**src/rtl/mem_arbiter_if.sv**
```systemverilog
// Pipeline-side request/response and SRAM pin bundle for mem_arbiter.
// slave is the arbiter's view; master is the pipeline/board side.
interface mem_arbiter_if #(
  parameter int ADDR_W = 18,
  parameter int DATA_W = 16
);
  logic              step;
  logic              if_req;
  logic [ADDR_W-1:0] if_addr;
  logic              mem_rd;
  logic              mem_wr;
  logic [ADDR_W-1:0] mem_addr;
  logic [DATA_W-1:0] mem_wdata;
  logic [DATA_W-1:0] inst;
  logic              inst_read_done;
  logic [DATA_W-1:0] mem_rdata;
  logic              mem_done;
  logic [ADDR_W-1:0] ram_addr;
  logic [DATA_W-1:0] ram_dout;
  logic              ram_doe;
  logic [DATA_W-1:0] ram_din;
  logic              ram_ce_n;
  logic              ram_oe_n;
  logic              ram_we_n;

  modport slave (
    input  step, if_req, if_addr, mem_rd, mem_wr, mem_addr, mem_wdata, ram_din,
    output inst, inst_read_done, mem_rdata, mem_done,
           ram_addr, ram_dout, ram_doe, ram_ce_n, ram_oe_n, ram_we_n
  );

  modport master (
    output step, if_req, if_addr, mem_rd, mem_wr, mem_addr, mem_wdata, ram_din,
    input  inst, inst_read_done, mem_rdata, mem_done,
           ram_addr, ram_dout, ram_doe, ram_ce_n, ram_oe_n, ram_we_n
  );
endinterface

```
**src/rtl/mem_arbiter.sv**
```systemverilog
// Shares one asynchronous SRAM port between instruction fetch and data access.
// Data wins over fetch; every output is a register loaded from the next-state decode.
module mem_arbiter #(
  parameter int ADDR_W     = 18,
  parameter int DATA_W     = 16,
  parameter int ACC_CYCLES = 2
) (
  input  logic         clk,
  input  logic         rst,
  mem_arbiter_if.slave bus
);
  localparam int               CNT_W    = (ACC_CYCLES > 1) ? $clog2(ACC_CYCLES) : 1;
  localparam logic [CNT_W-1:0] CNT_LOAD = CNT_W'(ACC_CYCLES - 1);

  typedef enum logic [1:0] {IDLE, SETUP, ACCESS, FINISH} state_t;

  state_t            state, state_nx;
  logic [CNT_W-1:0]  cnt;
  logic              op_wr, op_data;
  logic              sel_data, sel_inst, acc_last, wr_nx;

  logic [DATA_W-1:0] inst_q, inst_nx, rdata_q, rdata_nx, dout_q, dout_nx;
  logic [ADDR_W-1:0] addr_q, addr_nx;
  logic              idone_q, idone_nx, mdone_q, mdone_nx;
  logic              ce_n_q, ce_n_nx, oe_n_q, oe_n_nx, we_n_q, we_n_nx, doe_q, doe_nx;

  assign sel_data = (bus.mem_rd | bus.mem_wr) & ~mdone_q;
  assign sel_inst = bus.if_req & ~idone_q;
  assign acc_last = (cnt == '0);
  assign wr_nx    = (state == IDLE) ? (sel_data & bus.mem_wr) : op_wr;

  always_ff @(posedge clk or negedge rst) begin
    if (!rst) begin
      state   <= IDLE;
      cnt     <= '0;
      op_wr   <= 1'b0;
      op_data <= 1'b0;
    end else begin
      state <= state_nx;
      unique case (state)
        IDLE: begin
          if (sel_data) begin
            op_data <= 1'b1;
            op_wr   <= bus.mem_wr;
          end else if (sel_inst) begin
            op_data <= 1'b0;
            op_wr   <= 1'b0;
          end
        end
        SETUP:   cnt <= CNT_LOAD;
        ACCESS:  if (!acc_last) cnt <= cnt - CNT_W'(1);
        default: ;
      endcase
    end
  end

  always_comb begin
    state_nx = state;
    unique case (state)
      IDLE:    if (sel_data || sel_inst) state_nx = SETUP;
      SETUP:   state_nx = ACCESS;
      ACCESS:  if (acc_last) state_nx = FINISH;
      default: state_nx = IDLE;
    endcase
  end

  always_comb begin
    ce_n_nx  = 1'b1;
    oe_n_nx  = 1'b1;
    we_n_nx  = 1'b1;
    doe_nx   = 1'b0;
    addr_nx  = addr_q;
    dout_nx  = dout_q;
    inst_nx  = inst_q;
    rdata_nx = rdata_q;
    idone_nx = idone_q & ~bus.step;
    mdone_nx = mdone_q & ~bus.step;
    unique case (state_nx)
      SETUP: begin
        ce_n_nx = 1'b0;
        doe_nx  = wr_nx;
      end
      ACCESS: begin
        ce_n_nx = 1'b0;
        oe_n_nx = wr_nx;
        we_n_nx = ~wr_nx;
        doe_nx  = wr_nx;
      end
      FINISH: begin
        ce_n_nx = 1'b0;
        doe_nx  = op_wr;
      end
      // CE_n stays low through the IDLE cycle after FINISH so a back-to-back op never pulses it.
      default: ce_n_nx = (state != FINISH);
    endcase
    if (state == IDLE && sel_data) begin
      addr_nx = bus.mem_addr;
      if (bus.mem_wr) dout_nx = bus.mem_wdata;
    end else if (state == IDLE && sel_inst) begin
      addr_nx = bus.if_addr;
    end
    if (state == ACCESS && acc_last && !op_wr) begin
      if (op_data) rdata_nx = bus.ram_din;
      else         inst_nx  = bus.ram_din;
    end
    if (state == FINISH) begin
      if (op_data) mdone_nx = 1'b1;
      else         idone_nx = 1'b1;
    end
  end

  always_ff @(posedge clk or negedge rst) begin
    if (!rst) begin
      inst_q  <= '0;
      rdata_q <= '0;
      dout_q  <= '0;
      addr_q  <= '0;
      idone_q <= 1'b0;
      mdone_q <= 1'b0;
      ce_n_q  <= 1'b1;
      oe_n_q  <= 1'b1;
      we_n_q  <= 1'b1;
      doe_q   <= 1'b0;
    end else begin
      inst_q  <= inst_nx;
      rdata_q <= rdata_nx;
      dout_q  <= dout_nx;
      addr_q  <= addr_nx;
      idone_q <= idone_nx;
      mdone_q <= mdone_nx;
      ce_n_q  <= ce_n_nx;
      oe_n_q  <= oe_n_nx;
      we_n_q  <= we_n_nx;
      doe_q   <= doe_nx;
    end
  end

  assign bus.inst           = inst_q;
  assign bus.mem_rdata      = rdata_q;
  assign bus.inst_read_done = idone_q;
  assign bus.mem_done       = mdone_q;
  assign bus.ram_addr       = addr_q;
  assign bus.ram_dout       = dout_q;
  assign bus.ram_doe        = doe_q;
  assign bus.ram_ce_n       = ce_n_q;
  assign bus.ram_oe_n       = oe_n_q;
  assign bus.ram_we_n       = we_n_q;
endmodule

```
**src/flat_wrapper.sv**
```systemverilog
// flat-port wrapper written by rule: the top's interface ports become plain ports
module mem_arbiter_flat 
#(
  parameter int ADDR_W     = 18,
  parameter int DATA_W     = 16,
  parameter int ACC_CYCLES = 2
)
  (clk, rst, bus_step, bus_if_req, bus_if_addr, bus_mem_rd, bus_mem_wr, bus_mem_addr, bus_mem_wdata, bus_ram_din, bus_inst, bus_inst_read_done, bus_mem_rdata, bus_mem_done, bus_ram_addr, bus_ram_dout, bus_ram_doe, bus_ram_ce_n, bus_ram_oe_n, bus_ram_we_n);
  mem_arbiter_if #(.ADDR_W(ADDR_W), .DATA_W(DATA_W)) bus_i ();
  input  logic clk;
  input  logic rst;
  input wire logic [$bits(bus_i.step)-1:0] bus_step;
  input wire logic [$bits(bus_i.if_req)-1:0] bus_if_req;
  input wire logic [$bits(bus_i.if_addr)-1:0] bus_if_addr;
  input wire logic [$bits(bus_i.mem_rd)-1:0] bus_mem_rd;
  input wire logic [$bits(bus_i.mem_wr)-1:0] bus_mem_wr;
  input wire logic [$bits(bus_i.mem_addr)-1:0] bus_mem_addr;
  input wire logic [$bits(bus_i.mem_wdata)-1:0] bus_mem_wdata;
  input wire logic [$bits(bus_i.ram_din)-1:0] bus_ram_din;
  output wire logic [$bits(bus_i.inst)-1:0] bus_inst;
  output wire logic [$bits(bus_i.inst_read_done)-1:0] bus_inst_read_done;
  output wire logic [$bits(bus_i.mem_rdata)-1:0] bus_mem_rdata;
  output wire logic [$bits(bus_i.mem_done)-1:0] bus_mem_done;
  output wire logic [$bits(bus_i.ram_addr)-1:0] bus_ram_addr;
  output wire logic [$bits(bus_i.ram_dout)-1:0] bus_ram_dout;
  output wire logic [$bits(bus_i.ram_doe)-1:0] bus_ram_doe;
  output wire logic [$bits(bus_i.ram_ce_n)-1:0] bus_ram_ce_n;
  output wire logic [$bits(bus_i.ram_oe_n)-1:0] bus_ram_oe_n;
  output wire logic [$bits(bus_i.ram_we_n)-1:0] bus_ram_we_n;
  assign bus_i.step = bus_step;
  assign bus_i.if_req = bus_if_req;
  assign bus_i.if_addr = bus_if_addr;
  assign bus_i.mem_rd = bus_mem_rd;
  assign bus_i.mem_wr = bus_mem_wr;
  assign bus_i.mem_addr = bus_mem_addr;
  assign bus_i.mem_wdata = bus_mem_wdata;
  assign bus_i.ram_din = bus_ram_din;
  assign bus_inst = bus_i.inst;
  assign bus_inst_read_done = bus_i.inst_read_done;
  assign bus_mem_rdata = bus_i.mem_rdata;
  assign bus_mem_done = bus_i.mem_done;
  assign bus_ram_addr = bus_i.ram_addr;
  assign bus_ram_dout = bus_i.ram_dout;
  assign bus_ram_doe = bus_i.ram_doe;
  assign bus_ram_ce_n = bus_i.ram_ce_n;
  assign bus_ram_oe_n = bus_i.ram_oe_n;
  assign bus_ram_we_n = bus_i.ram_we_n;
  mem_arbiter #(.ADDR_W(ADDR_W), .DATA_W(DATA_W), .ACC_CYCLES(ACC_CYCLES)) u_core (.clk(clk), .rst(rst), .bus(bus_i));
endmodule
```
**config.mk**
```make
export PLATFORM = sky130hd
export DESIGN_NAME = mem_arbiter_flat
export DESIGN_NICKNAME = d
export VERILOG_FILES = /design/src/rtl/mem_arbiter_if.sv /design/src/rtl/mem_arbiter.sv /design/src/flat_wrapper.sv
export SDC_FILE = /design/constraint.sdc
export NUM_CORES = 1
export LEC_CHECK = 0
export BUFFER_PORTS_ARGS = -buffer_cell sky130_fd_sc_hd__buf_2
export CORE_MARGIN = 2
export CORE_UTILIZATION = 50
export CTS_CLUSTER_SIZE = 20
export DETAILED_ROUTE_END_ITERATION = 7
export PLACE_DENSITY = 0.95
export SYNTH_ARGS = -nofsm -noshare
export SYNTH_HDL_FRONTEND = slang
export SYNTH_SLANG_ARGS = --single-unit
export TNS_END_PERCENT = 50
```
**constraint.sdc**
```tcl
create_clock -name clk -period 6.45 [get_ports clk]
set_input_delay 0.9675 -clock clk [delete_from_list [all_inputs] [get_ports clk]]
set_output_delay 0.9675 -clock clk [all_outputs]
set_load 0.01 [all_outputs]
```
==> After elaboration in Yosys (flattened, before gate mapping) <==
Index checks and enable logic that the tools add are counted.
{ "totals": {"wordCells": 69, "inputBits": 74, "reg_bits": 77, "out_inout_bits": 72} }
{ "op_classes": {"muxes": 19, "n_addsub": 1, "n_reduce_logical": 16, "bitwise_logic": 12, "eq_ne": 7} }
{ "op_table": {"columns": ["operator", "count"], "rows": [
  ["18-bit two-way mux", 2],
  ["1-bit two-way mux", 12],
  ["2-bit == test (second input constant)", 4],
  ["2-bit AND reduction", 4],
  ["1-bit inverter", 6],
  ["2-bit case mux with 3 select lines", 1],
  ["2-bit nonzero test", 3],
  ["1-bit AND", 5],
  ["2-bit by 1-bit == test with 1-bit output (second input constant)", 2],
  ["1-bit logical AND", 4],
  ["2-bit two-way mux", 2],
  ["1-bit case mux with 2 select lines", 2],
  ["3-bit OR reduction", 1],
  ["2-bit logical NOT", 1],
  ["2-bit inequality test (second input constant)", 1],
  ["2-bit OR reduction", 1],
  ["1-bit logical NOT", 1],
  ["1-bit logical OR", 1],
  ["1-bit bitwise OR", 1],
  ["1-bit subtractor (second input constant)", 1]
]} }

==> Longest topological paths before layout <==
Gate-level depths: netlist of the first run.
{ "logic_depth": {"depth_word": 8, "mapped_depth": 9} }

==> Worst setup path before layout of the first run <==
Ideal clock, no wire load.
{ "synth_path": {"path_type": "input -> register", "from": "input port bus_mem_wr", "to": "register u_core.doe_q (netlist: u_core.bus.ram_doe)", "setup_ns": 0.118, "slack_ns": 4.148, "stages": 8, "arrival_time_ns": 2.184, "path_cell_list": "o21bai_1 > a21bo_2 > buf_2 > a21oi_1 > inv_1 > ha_1 > nor3b_1 > a21o_1"} }
{ "synth_via": {"elab_chain_len": 8} }
{ "synth_lines": {"columns": ["element", "line_no", "rtl"], "rows": [
  ["start: declaration", "flat_wrapper.sv:16", "input wire logic [$bits(bus_i.mem_wr)-1:0] bus_mem_wr;"],
  ["1-bit bitwise OR *", "mem_arbiter.sv:27", "assign sel_data = (bus.mem_rd | bus.mem_wr) & ~mdone_q;"],
  ["1-bit AND *", "mem_arbiter.sv:27", null],
  ["1-bit logical OR *", "mem_arbiter.sv:60", "IDLE: if (sel_data || sel_inst) state_nx = SETUP;"],
  ["2-bit two-way mux *", "mem_arbiter.sv:60", null],
  ["2-bit case mux with 3 select lines *", "mem_arbiter.sv:59", "unique case (state)"],
  ["via u_core.state_nx[0]", "mem_arbiter.sv:17", "state_t state, state_nx;"],
  ["2-bit by 1-bit == test with 1-bit output or 2-bit == test (tied branches)", "mem_arbiter.sv:78", "unique case (state_nx)"],
  ["2-bit OR reduction (no source line)", null, null],
  ["1-bit case mux with 2 select lines *", "mem_arbiter.sv:78", null],
  ["via u_core.doe_nx", "mem_arbiter.sv:25", "logic ce_n_q, ce_n_nx, oe_n_q, oe_n_nx, we_n_q, we_n_nx, doe_q, doe_nx;"],
  ["end signal: assignment", "mem_arbiter.sv:134", "doe_q <= doe_nx;"],
  ["end: declaration", "mem_arbiter.sv:25", null]
]} }
Mark *: on every way through the listed nets, which the timed path passes. The rest lies on a longest branch.
A chain may end at the register's enable or synchronous reset.

==> Worst setup path in the final report of the first run <==
Ends and elaborated chain as after synthesis.

==> metrics.csv, run 1 <==
metric,value,unit
cp_max_fo,39,
cp-start-kind,primary input,
power.density,492.1,nW/um^2
fmax,374.5,MHz
cts.htree.levels,3,
fin_setup_tns,0,ns
post-place-cells,444,
seq_area_frac_synth,0.6157,
antenna_found_initial,0,
clkPwrFrac,0.178,
internal_power,1292,uW
endpoint_kind,flip-flop,
vias_per_cell,5.115,
seq_area,1931,sq um
synth_top_family_by_area,multiplexers,
multi_input_area,1105,sq um
synth-xor-area-share,0,
die_y,83.19,um
synth_compound_area_frac,0.09896,
clkLatencyLatePin,0.34,ns
synthMuxAreaShare,0.1724,
cts-resized-gates,0,
critical_path_class,in -> reg,
drtAntennaViolNets,0,
start_util,0.5234,
fin_crit_sh,0.4140,
switchingPower,722.2,uW
yosys.area.top_type,dfrtp_1,
hold_viol,0,
min_period,2.671,ns
areaGrowthSynthToFinish,30.57,%
tightest_slew,0.9399,ns
stdcell_count,459,
drv_cap,0,
ioPinCount,146,
synth_top_area_frac,0.5906,
status,"complete, no violations",
antennaDiodeCount,0,
rsz0062_at_grt,false,
grt_max_degree,78,
gp_congestion,0.7507,
syn_area,3136,sq um
p_sw_frac,0.3585,
nNetsFinal,461,
cts_root_buffer,clkbuf_8,
postLayoutCoreUtil,0.6834,
synth_cell_types,28,
first_pass_iters,4,
num_vias,2348,
ys_seq_elements,77,
io_buffers,145,
drt_iter0_markers,56,
r2r_cells,8,
final_cell_mix,"buf_2, dfrtp_1, mux2_2",
finalPower,2015,uW
seqPwrFrac,0.413,
required,6.68,ns
ir_drop,0.0002949,V
cts_buffers,9,
postSynthNetCount,316,
drt-total-wl,6857,um
rows,28,
slew_headroom,0.3734,
p_leak,0.002157,uW
route.detailed.drc,0,
slew_violations,0,
holdWs,0.4902,ns
layout-drive-gt1-share,0.5625,
hp-class,reg -> reg,
num-fill-cells,454,
core-area,5991,sq um
final_common_cell,buf_2,
cts.path.max_buffers,2,
wl_per_cell,14.94,um
synth_warnings,0,
crit_arrival,2.90,ns
die_width,83.19,um
cts.sinks,77,
grtUsageTotal,0.2060,
syn_inst,235,
synthAdderAreaFrac,0.02793,
die-area,6921,sq um
grt_remaining_overflow,0,
netlist_top_cells_area,"dfrtp_1, mux2_2, o22ai_1, o21ai_0, ha_1",
clk_pin_slew_worst_paths,0.07,ns
grt_pass1_wl,11540,um
synthSimpleGateAreaFrac,0.05307,
hold_depth,2,
hpwl,5158,um
clock_skew,0.008647,ns
cts_tree,built,
avgSynthCellArea,13.34,sq um
setup_violations,0,
ctsHoldBuffers,0,
grt_pass1_vias,2481,
comb_power_share,0.409,
cts_setup_buffers,0,
worst max-delay path, stage by stage:
cell	delay, ns
buf_2	0.12
o21bai_1	0.14
buf_4	0.26
a21bo_2	0.55
a21oi_1	0.20
inv_1	0.13
ha_1	0.23
nor3b_1	0.14
a21o_1	0.15
state kept, by name (all words and copies together) (netlist names):
name and count:
u_core.bus.inst 16, u_core.bus.inst_read_done 1, u_core.bus.mem_done 1, u_core.bus.mem_rdata 16
u_core.bus.ram_addr 18, u_core.bus.ram_ce_n 1, u_core.bus.ram_doe 1, u_core.bus.ram_dout 16
u_core.bus.ram_oe_n 1, u_core.bus.ram_we_n 1, u_core.cnt 1, u_core.op_data 1
u_core.op_wr 1, u_core.state 2
final timing paths:
kind                                                      end  slack (ns)                               start
max reg2reg                      u_core.bus.ram_doe$_DFF_PN0_        4.05           u_core.state[1]$_DFF_PN0_
min                        u_core.bus.ram_addr[5]$_DFFE_PN0P_        0.49  u_core.bus.ram_addr[5]$_DFFE_PN0P_
min in group asynchronous      u_core.bus.inst[7]$_DFFE_PN0P_        0.76                                 rst
max                              u_core.bus.ram_doe$_DFF_PN0_        3.78                          bus_mem_wr
max in group asynchronous      u_core.bus.inst[5]$_DFFE_PN0P_        5.08                                 rst
min reg2reg                u_core.bus.ram_addr[5]$_DFFE_PN0P_        0.49  u_core.bus.ram_addr[5]$_DFFE_PN0P_
area by class of cell:
| type | count | share of cell area |
|---|---|---|
| well taps | 75 | 0.02292 |
| clock buffers | 11 | 0.03698 |
| clock inverters | 4 | 0.01161 |
| repair buffers | 146 | 0.1797 |
| multi-input cells | 138 | 0.2699 |
| flip-flops and latches | 77 | 0.4716 |
| inverters | 8 | 0.007335 |
Yosys cell counts (all sizes together):
library cell	count
nor2	1
o22ai	20
clkbuf	2
nor2b	1
ha	7
nand3b	1
o21a	1
a21boi	1
dfrtp	74
o21ai	20
o211a	1
nand2	20
a211oi	1
mux2	48
nor3b	2
a21oi	4
buf	10
and3	1
a21o	2
a21bo	1
nand2b	3
o21bai	1
nor3	1
inv	8
nand4	1
dfstp	3
stage by stage:
step	setup WS [ns]	area, sq um
floorplan	4.148	3136
global placement	3.554	3895
detailed placement	3.449	3895
CTS	3.800	4094
global route	3.601	4094
finish	3.780	4094
logic make-up (layout without fill, tap and decap cells):
kind of cell               Yosys count  after routing
AOI/OAI and AO/OA                   52             52
adders and majority gates            7              7
buffers and inverters               20            169
DFF                                 77             77
muxes                               48             48
and+or+nand+nor                     31             31
metal layers:
metal | wire, um | track usage
met1 | 2703 | 0.2429
met2 | 3650 | 0.3724
met3 | 419 | 0.04672
met4 | 84 | 0.06408
met5 | 0 | 0
power by group through the flow:
stage	clock network [uW]	logic [uW]	registers (uW)
6_report	359	823	832
5_1_grt	397	905	861
4_1_cts	366	835	833
3_5_place_dp	0	833	841
3_3_place_gp	0	789	825
2_1_floorplan	0	412	928
Note: power is estimated with default switching activity, not from simulation.
==> run 2: changes to the inputs <==
--- a/config.mk
+++ b/config.mk
@@ -7,10 +7,10 @@
 export LEC_CHECK = 0
 export BUFFER_PORTS_ARGS = -buffer_cell sky130_fd_sc_hd__buf_2
 export CORE_MARGIN = 2
-export CORE_UTILIZATION = 50
+export CORE_UTILIZATION = 42
 export CTS_CLUSTER_SIZE = 20
 export DETAILED_ROUTE_END_ITERATION = 7
-export PLACE_DENSITY = 0.95
+export PLACE_DENSITY = 0.86
 export SYNTH_ARGS = -nofsm -noshare
 export SYNTH_HDL_FRONTEND = slang
 export SYNTH_SLANG_ARGS = --single-unit
==> constraint.sdc (replaced) <==
create_clock -name clk -period 2.2 [get_ports clk]
set_input_delay 0.33 -clock clk [delete_from_list [all_inputs] [get_ports clk]]
set_output_delay 0.33 -clock clk [all_outputs]
set_load 0.01 [all_outputs]
==> run 2 against run 1 <==
Net effect:
- cell count rose by 7.0%
- clock skew fell by 0.00082 ns
- combinational power rose to 3.0 times the previous value
- wire length rose by 0.57%
- sequential share of layout area fell by 1.7 points
- sequential power rose to 2.9 times the previous value
- first-iteration DRC count fell by 45%
- critical path type is now reg -> reg
- largest cell class unchanged
- largest power group is now combinational logic
==> metrics.csv, run 2 (same netlist as run 1, synthesis figures left out) <==
metric,value,unit
status,"complete, no violations",
clock_skew,0.007827,ns
cts_tree,built,
die_y,90.41,um
cts_buffers,9,
min_period,2.005,ns
final_cell_mix,"buf_2, dfrtp_1, mux2_2",
met2_length,3648,um
fmax,498.9,MHz
crit_arrival,2.24,ns
first_pass_iters,4,
cts_setup_buffers,0,
crit_path_top_delay_cell,dfrtp_1,
placed_area,3990,sq um
required,2.43,ns
antennaDiodeCount,0,
critPathCapture,u_core.bus.ram_doe$_DFF_PN0_,
gp_congestion,0.7760,
die_width,90.41,um
cp-startpoint,u_core.state[0]$_DFF_PN0_,
p_leak,0.002225,uW
start_util,0.4323,
grt_max_degree,45,
io_buffers,145,
areaGrowthSynthToFinish,35.55,%
nNetsFinal,469,
drv_cap,0,
fin_setup_tns,0,ns
cp_cell_sequence,"inv_1, ha_1, nor2b_4, o22ai_1, a21oi_2, inv_1, ha_1, nor3b_1, a21o_1",
multi_input_area,1109,sq um
clkLatencyLatePin,0.34,ns
slew_violations,0,
ir_drop,0.0008837,V
endpoint_kind,flip-flop,
setup_violations,0,
finalPower,6199,uW
route.detailed.drc,0,
power.density,1459,nW/um^2
grtUsageTotal,0.1772,
r2r_cells,9,
slowest_delay,0.43,ns
hp-class,in -> reg,
rr_endpoint,u_core.bus.ram_doe$_DFF_PN0_,
highest_layer,met4,
core-area,7253,sq um
hpwl,5188,um
seq_area,1931,sq um
critical_path_class,reg -> reg,
vias_per_cell,4.868,
drt_iter0_markers,31,
cts.htree.levels,3,
cts_root_buffer,clkbuf_8,
final_common_cell,buf_2,
met3_length,425,um
tightest_slew,0.5794,ns
layout-drive-gt1-share,0.5714,
hold_viol,0,
wl_per_cell,14.04,um
cp-start-kind,flip-flop,
post-place-cells,475,
m1WireLength,2746,um
clk_pin_slew_worst_paths,0.08,ns
drtAntennaViolNets,0,
die-area,8173,sq um
grt_pass1_wl,11630,um
slew_headroom,0.6137,
num_vias,2390,
cts.path.max_buffers,2,
antenna_found_initial,0,
stdcell_count,491,
grt_pass1_vias,2482,
r2r-start,u_core.state[0]$_DFF_PN0_,
finalInstanceArea,4250,sq um
num-fill-cells,627,
hold_depth,2,
r2r_setup_slack,0.20,ns
cts.sinks,77,
largest_reg_flops,18,
fin_crit_sh,0.9112,
ioPinCount,146,
cp_max_fo,5,
drt-total-wl,6896,um
rows,31,
grt_remaining_overflow,0,
rsz0062_at_grt,false,
==> run 2: worst min path at each step <==
stage / slack, ns / to / start
4_1_cts: 0.18 / u_core.bus.inst_read_done$_DFF_PN0_ / bus_step
6_report: 0.21 / u_core.bus.inst_read_done$_DFF_PN0_ / bus_step
3_3_place_gp: 0.31 / u_core.bus.ram_addr[14]$_DFFE_PN0P_ / rst
5_1_grt: 0.18 / u_core.bus.inst_read_done$_DFF_PN0_ / bus_step
2_1_floorplan: 0.03 / u_core.bus.inst[0]$_DFFE_PN0P_ / rst
3_5_place_dp: 0.31 / u_core.bus.ram_addr[11]$_DFFE_PN0P_ / rst
==> run 2: area by class of cell <==
| type | instances | area share |
|---|---|---|
| multi-input cells | 138 | 0.2608 |
| repair buffers | 154 | 0.1908 |
| inverters | 8 | 0.007065 |
| well taps | 99 | 0.02914 |
| flip-flops and latches | 77 | 0.4542 |
| clock buffers | 11 | 0.03562 |
| clock inverters | 4 | 0.02237 |
==> run 2: routing by layer <==
metal | global-route usage | up-vias
met2 | 0.3114 | 83
met5 | 0 | -
met1 | 0.2072 | 1167
met3 | 0.05927 | 9
met4 | 0.05000 | 0
li1 | - | 1131
==> run 2: critical path: cells and delay by family (launching register included) <==
family	cells	cell delay (ns)
DFF	1	0.43
adders and majority gates	2	0.50
AOI/OAI and AO/OA	3	0.46
buffers and inverters	2	0.19
and+or+nand+nor	2	0.32
==> run 2: where the power goes <==
part           internal (uW)  leakage, uW  switching [uW]  total, uW
registers               2080     0.000966             337       2420
clock network            808     0.000125             478       1290
logic                   1200      0.00113            1300       2500
==> run 2: timing repair <==
action	4_1_cts	5_1_grt
hold endpoints to repair	30	0
hold buffers	1	0
setup endpoints to repair	0	1
gates resized for setup	0	1
==> run 2: through the flow <==
stage / setup WS, ns / utilization / hold WS [ns]
6_report: 0.1955 / 0.5860 / 0.2060
5_1_grt: 0.03835 / 0.5860 / 0.1802
4_1_cts: 0.1410 / 0.5855 / 0.1816
3_5_place_dp: 0.1686 / 0.5501 / 0.3068
3_3_place_gp: 0.2902 / 0.5501 / 0.3060
2_1_floorplan: 0.1754 / - / 0.03441
